===== src/rtl/mem_bridge_pkg.sv =====
// rtl/mem_bridge_pkg.sv - shared sizes, widths and FSM states for mem_req_bridge
package mem_bridge_pkg;

  localparam int MEM_AW = 9;
  localparam int MEM_DW = 16;

  localparam logic [1:0] SZ_BYTE = 2'd0;
  localparam logic [1:0] SZ_HALF = 2'd1;
  localparam logic [1:0] SZ_WORD = 2'd2;

  typedef enum logic [2:0] {
    ST_IDLE = 3'd0,
    ST_RD0  = 3'd1,
    ST_RD1  = 3'd2,
    ST_CAP  = 3'd3,
    ST_WR0  = 3'd4,
    ST_WR1  = 3'd5,
    ST_RSP  = 3'd6
  } state_t;

endpackage


===== src/rtl/load_extend.sv =====
// rtl/load_extend.sv - lane select and sign/zero extension of captured load data
module load_extend
  import mem_bridge_pkg::*;
(
  input  logic [31:0] data,
  input  logic [1:0]  size,
  input  logic        lane,
  input  logic        uns,
  output logic [31:0] rdata
);

  logic [7:0] byte_sel;

  always_comb begin
    byte_sel = lane ? data[15:8] : data[7:0];
    case (size)
      SZ_BYTE: rdata = {{24{~uns & byte_sel[7]}}, byte_sel};
      SZ_HALF: rdata = {{16{~uns & data[15]}}, data[15:0]};
      default: rdata = data;
    endcase
  end

endmodule


===== src/rtl/mem_req_bridge.sv =====
// rtl/mem_req_bridge.sv - load/store request front-end sequencing 16-bit Memory accesses
// Optional misalignment error responses: MEM_REQ_BRIDGE_ALIGN_CHECK_EN
module mem_req_bridge
  import mem_bridge_pkg::*;
(
  input  logic              clk,
  input  logic              rst_n,
  input  logic              req_valid,
  output logic              req_ready,
  input  logic              req_we,
  input  logic [1:0]        req_size,
  input  logic              req_unsigned,
  input  logic [MEM_AW:0]   req_addr,
  input  logic [31:0]       req_wdata,
  output logic              rsp_valid,
  output logic [31:0]       rsp_rdata,
  output logic              rsp_err,
  output logic              mem_rw_enable,
  output logic [MEM_AW-1:0] mem_address,
  output logic [MEM_DW-1:0] mem_data_in,
  input  logic [MEM_DW-1:0] mem_data_out
);

  state_t              state, state_nxt;
  logic                cap_we, cap_uns;
  logic [1:0]          cap_size;
  logic [MEM_AW:0]     cap_addr;
  logic [31:0]         cap_wdata;
  logic [MEM_DW-1:0]   cap_lo;
  logic [1:0]          req_size_n;
  logic [MEM_AW:0]     req_addr_n;
  logic [MEM_AW-1:0]   hw_idx;
  logic [31:0]         ext_in, ext_out;
  logic                accept;

  assign accept = (state == ST_IDLE) && req_valid;

  always_comb begin
    req_size_n = (req_size == 2'd3) ? SZ_WORD : req_size;
    req_addr_n = req_addr;
`ifndef MEM_REQ_BRIDGE_ALIGN_CHECK_EN
    if (req_size_n == SZ_WORD)
      req_addr_n[1:0] = 2'b00;
    else if (req_size_n == SZ_HALF)
      req_addr_n[0] = 1'b0;
`endif
  end

`ifdef MEM_REQ_BRIDGE_ALIGN_CHECK_EN
  logic req_mis;
  logic rsp_err_q;
  assign req_mis = ((req_size_n == SZ_WORD) && (req_addr[1:0] != 2'b00)) ||
                   ((req_size_n == SZ_HALF) && req_addr[0]);
  assign rsp_err = rsp_err_q;
`else
  assign rsp_err = 1'b0;
`endif

  always_comb begin
    state_nxt = state;
    case (state)
      ST_IDLE: if (req_valid) begin
        // Byte stores need the old halfword first, so they start with a read
        if (req_we && (req_size_n != SZ_BYTE)) state_nxt = ST_WR0;
        else                                   state_nxt = ST_RD0;
`ifdef MEM_REQ_BRIDGE_ALIGN_CHECK_EN
        if (req_mis) state_nxt = ST_RSP;
`endif
      end
      ST_RD0:  state_nxt = (!cap_we && (cap_size == SZ_WORD)) ? ST_RD1 : ST_CAP;
      ST_RD1:  state_nxt = ST_CAP;
      ST_CAP:  state_nxt = cap_we ? ST_WR0 : ST_RSP;
      ST_WR0:  state_nxt = (cap_size == SZ_WORD) ? ST_WR1 : ST_RSP;
      ST_WR1:  state_nxt = ST_RSP;
      default: state_nxt = ST_IDLE;
    endcase
  end

  always_ff @(posedge clk or negedge rst_n) begin
    if (!rst_n) begin
      state     <= ST_IDLE;
      cap_we    <= 1'b0;
      cap_uns   <= 1'b0;
      cap_size  <= SZ_BYTE;
      cap_addr  <= '0;
      cap_wdata <= '0;
      cap_lo    <= '0;
      rsp_rdata <= '0;
`ifdef MEM_REQ_BRIDGE_ALIGN_CHECK_EN
      rsp_err_q <= 1'b0;
`endif
    end else begin
      state <= state_nxt;
      if (accept) begin
        cap_we    <= req_we;
        cap_uns   <= req_unsigned;
        cap_size  <= req_size_n;
        cap_addr  <= req_addr_n;
        cap_wdata <= req_wdata;
      end
      if ((state == ST_RD1) || ((state == ST_CAP) && cap_we))
        cap_lo <= mem_data_out;
      if ((state == ST_CAP) && !cap_we)
        rsp_rdata <= ext_out;
      if (((state == ST_WR0) && (state_nxt == ST_RSP)) || (state == ST_WR1))
        rsp_rdata <= '0;
`ifdef MEM_REQ_BRIDGE_ALIGN_CHECK_EN
      if (state_nxt == ST_RSP)
        rsp_err_q <= 1'b0;
      if (accept && req_mis) begin
        rsp_rdata <= '0;
        rsp_err_q <= 1'b1;
      end
`endif
    end
  end

  assign req_ready = (state == ST_IDLE);
  assign rsp_valid = (state == ST_RSP);
  assign hw_idx    = cap_addr[MEM_AW:1];

  // Memory output is one cycle late: in CAP it holds the last halfword read
  assign ext_in = (cap_size == SZ_WORD) ? {mem_data_out, cap_lo} : {16'h0000, mem_data_out};

  load_extend u_load_extend (
    .data  (ext_in),
    .size  (cap_size),
    .lane  (cap_addr[0]),
    .uns   (cap_uns),
    .rdata (ext_out)
  );

  always_comb begin
    mem_rw_enable = 1'b1;
    mem_address   = '0;
    mem_data_in   = '0;
    case (state)
      ST_RD0: mem_address = hw_idx;
      ST_RD1: mem_address = hw_idx + 1'b1;
      ST_WR0: begin
        mem_rw_enable = 1'b0;
        mem_address   = hw_idx;
        if (cap_size == SZ_BYTE)
          mem_data_in = cap_addr[0] ? {cap_wdata[7:0], cap_lo[7:0]}
                                    : {cap_lo[15:8], cap_wdata[7:0]};
        else
          mem_data_in = cap_wdata[15:0];
      end
      ST_WR1: begin
        mem_rw_enable = 1'b0;
        mem_address   = hw_idx + 1'b1;
        mem_data_in   = cap_wdata[31:16];
      end
      default: ;
    endcase
  end

endmodule


===== config.mk =====
export PLATFORM = sky130hd
export DESIGN_NAME = mem_req_bridge
export DESIGN_NICKNAME = d
export VERILOG_FILES = /design/src/rtl/mem_bridge_pkg.sv /design/src/rtl/load_extend.sv /design/src/rtl/mem_req_bridge.sv
export SDC_FILE = /design/constraint.sdc
export NUM_CORES = 1
export LEC_CHECK = 0
export CAP_MARGIN = 20
export CELL_PAD_IN_SITES_DETAIL_PLACEMENT = 2
export CELL_PAD_IN_SITES_GLOBAL_PLACEMENT = 2
export CORE_MARGIN = 5
export CORE_UTILIZATION = 35
export CTS_BUF_LIST = sky130_fd_sc_hd__clkbuf_8
export DETAILED_ROUTE_END_ITERATION = 10
export GPL_TIMING_DRIVEN = 0
export PLACE_DENSITY_LB_ADDON = 0.12
export SLEW_MARGIN = 40
export SYNTH_ARGS = -nofsm -noshare
export SYNTH_HDL_FRONTEND = slang
export SYNTH_SLANG_ARGS = --single-unit

===== constraint.sdc =====
create_clock -name clk -period 6.02 [get_ports clk]
set_input_delay 1.204 -clock clk [delete_from_list [all_inputs] [get_ports clk]]
set_output_delay 1.204 -clock clk [all_outputs]
set_load 0.005 [all_outputs]

==> metrics <==
layer with the highest usage met2; Max-cap violations 0; GRT overflow 0; initial antenna violation count 0; Hold WS 0.5006 ns; Die X 132.4 um; met1 Use GR 0.2758; Max Buffers Root-to-Sink 2; unrepaired setup endpoints after global routing no; Largest stage delay, worst path 0.55 ns; DRC viols 0; IO Port Bufs 124; clock root cell clkbuf_8; post-cts sizing count 0; Cells after Synth 507; Hold Violations, Final 0; HP Class flip-flop to flip-flop; post-DR wirelength/cell 22.36 um; Clk Latency, worst-skew pair 0.39 ns; vias in the first global route 5,277; core region area 14,590 um^2; worst setup margin 2.068 ns; I/O pin count 126; crit path cell chain buf_6 -> nor2_2 -> nand2_1 -> clkbuf_1 -> o21ai_0 -> clkdlybuf4s50_1; PD cells 540.5 nW/um^2; ANT cells 0; total number of vias 4,611; Tmin final 3.952 ns; Synth Register Bits 97; CP arrival 2.75 ns; leading area contributor after synthesis dfrtp_1; placed inst area 6748 um^2; vias per cell 5.542; critical path launch point type flip-flop; layout cells sized above 1 0.1744; Async SR Flop Fraction 1.000; Cell variety after synth 50; critical path capture point type output pin; Num CTS Buffers 9; Synth Flop Type dfrtp_1; CP Max Fanout 10; Max Slew Vio Count 0; final worst-path cycle share 0.6564; setup bufs post-CTS 0; crit path kind flip-flop to output pin; DRT iter0 DRCs 230; Synth top area share 0.4629; largest net degree at the start of global routing 62; Top delay family on crit path buffers and inverters; final-report setup violation count 0; Initial Util 0.3594; Rel. slew slack 0.5328; yosys warns 0; H-tree levels 3; number of hold buffers added after CTS 0; Die ar. 17,530 um^2; Critical Path RT 4.82 ns; global placer's final weighted congestion 0.8402; post-route cell area 6953 um^2; Worst Skew 0.006474 ns; syn_nets 573; Post-DP HPWL 14,100 um; CTS clk-pin slew, worst paths 0.10 ns; Setup Slack @ Placement 2.471 ns; nets@finish 709; filler cell count 1,511; clock tree sinks 97; Synth area leaders dfrtp_1 (46%), mux2_2 (8.4%), nand2_1 (4.9%); mean area per synthesized cell 10.34 um^2; GRT Util Overall 0.2108; Post-Synthesis Cell Area 5244 um^2; WP buf/inv 3; num rows 44; CTS tree yes; met3 Usage GRT 0.04695; worst vdd ir 0.1585 mV; actual slew at the worst max-slew pin 0.7008 ns; first-pass GRT wire length 29,530 um; DRT Pass-1 Iters 4; outcome finished clean; slowest CP cell clkdlybuf4s50_1; Die Y-Extent 132.4 um; Syn-to-layout area delta 32.59%; sequential share of the synthesized area 0.4629; EDFF count, synth 0; highest clock rate 0.2531 GHz; met2 Usage GRT 0.3489; leakage 2.737 nW; antenna-violating nets left 0; final wirelength 18,600 um
## per-layer routing
metal / part of all wire / wire length (um) / vias up
li1: - / - / 2103
met2: 0.49 / 9095 / 123
met4: 0.016 / 301 / 0
met1: 0.44 / 8196 / 2361
met5: 0 / 0 / -
met3: 0.054 / 1007 / 24
## worst reg2reg max path: stages, from the launching register on
cell and delay, ns:
dfrtp_1 0.49, inv_1 0.13, buf_2 0.25, o21ai_1 0.28
a221oi_1 0.66, nor3_1 0.11
## cells in the final DEF, fill, tap and decap left out, types with 5 or more instances in the layout
cell / n
mux2_2: 39
nand2_1: 68
mux2_4: 10
dfrtp_1: 97
a221oi_1: 16
inv_1: 6
o32ai_1: 15
mux2_1: 8
clkbuf_1: 13
a211oi_2: 8
nor2_1: 24
o21ai_0: 41
buf_6: 9
a21oi_1: 20
clkdlybuf4s50_1: 123
xnor2_1: 5
nand4_1: 5
nor3_1: 15
o21ai_1: 9
nand3_1: 12
buf_4: 7
buf_2: 15
clkbuf_8: 10
o21a_1: 7
mux2i_1: 17
## Yosys cell counts, types with 5 or more instances
master,n
a211oi_2,8
a21oi_1,20
a221oi_1,16
buf_2,15
buf_4,7
buf_6,9
clkbuf_1,13
dfrtp_1,97
inv_1,6
mux2_1,8
mux2_2,39
mux2_4,10
mux2i_1,17
nand2_1,68
nand3_1,12
nand4_1,5
nor2_1,24
nor3_1,15
o21a_1,7
o21ai_0,41
o21ai_1,9
o32ai_1,15
xnor2_1,5
## through the flow
stage,util,std cells,TNS [ns],power (mW)
6_report,0.4766,832,0,3.758
5_1_grt,0.4766,832,0,4.019
4_1_cts,0.4766,832,0,3.794
3_5_place_dp,0.4625,816,0,3.310
3_3_place_gp,0.4603,815,-10.91,3.202
2_1_floorplan,-,507,0,2.414
## layout make-up
cell class              instances  area (um^2)  share of cell area
plain buffers                  44        277.8             0.03995
clock buffers                  10        137.6             0.01979
clock inverters                 6        67.56            0.009717
inverters                       7        26.28            0.003779
multi-input cells             359         2512              0.3613
flip-flops and latches         97         2427              0.3491
repair buffers                125         1274              0.1832
well taps                     184        230.2             0.03311
## path summary, 6_finish.rpt
check / slack (ns) / depth (start not counted) / to / from
min in group asynchronous: 0.67 / 1 / cap_addr[3] / rst_n
max reg2reg: 3.97 / 5 / rsp_rdata[5] / cap_size[0]
max in group asynchronous: 4.73 / 2 / rsp_rdata[21] / rst_n
min: 0.50 / 1 / cap_wdata[12] / cap_wdata[12]
max: 2.07 / 6 / mem_data_in[9] / state[0]
min reg2reg: 0.50 / 1 / cap_wdata[12] / cap_wdata[12]
## where the power goes
group / internal [mW] / switching, mW
Clock: 0.204 / 0.256
Sequential: 0.977 / 0.261
Combinational: 1.02 / 1.04
Total: 2.20 / 1.56
## kinds of logic (layout without fill, tap and decap cells)
| group | Yosys count | count (layout) | synth area share |
|---|---|---|---|
| simple gates | 145 | 145 | 0.1269 |
| compound gates | 130 | 130 | 0.1737 |
| flops | 97 | 97 | 0.4629 |
| mux | 74 | 74 | 0.1620 |
| buf+inv | 51 | 192 | 0.05798 |
| xor+xnor | 8 | 8 | 0.01336 |
| fa+ha+maj | 1 | 1 | 0.002386 |
| other cells | 1 | 1 | 0.0007151 |
## state kept, by name (all words and copies together), names as in the netlist
register,count
cap_addr,10
cap_lo,16
cap_size,2
cap_uns,1
cap_wdata,32
cap_we,1
rsp_rdata,32
state,3
Power figures use the tool's default switching activity.
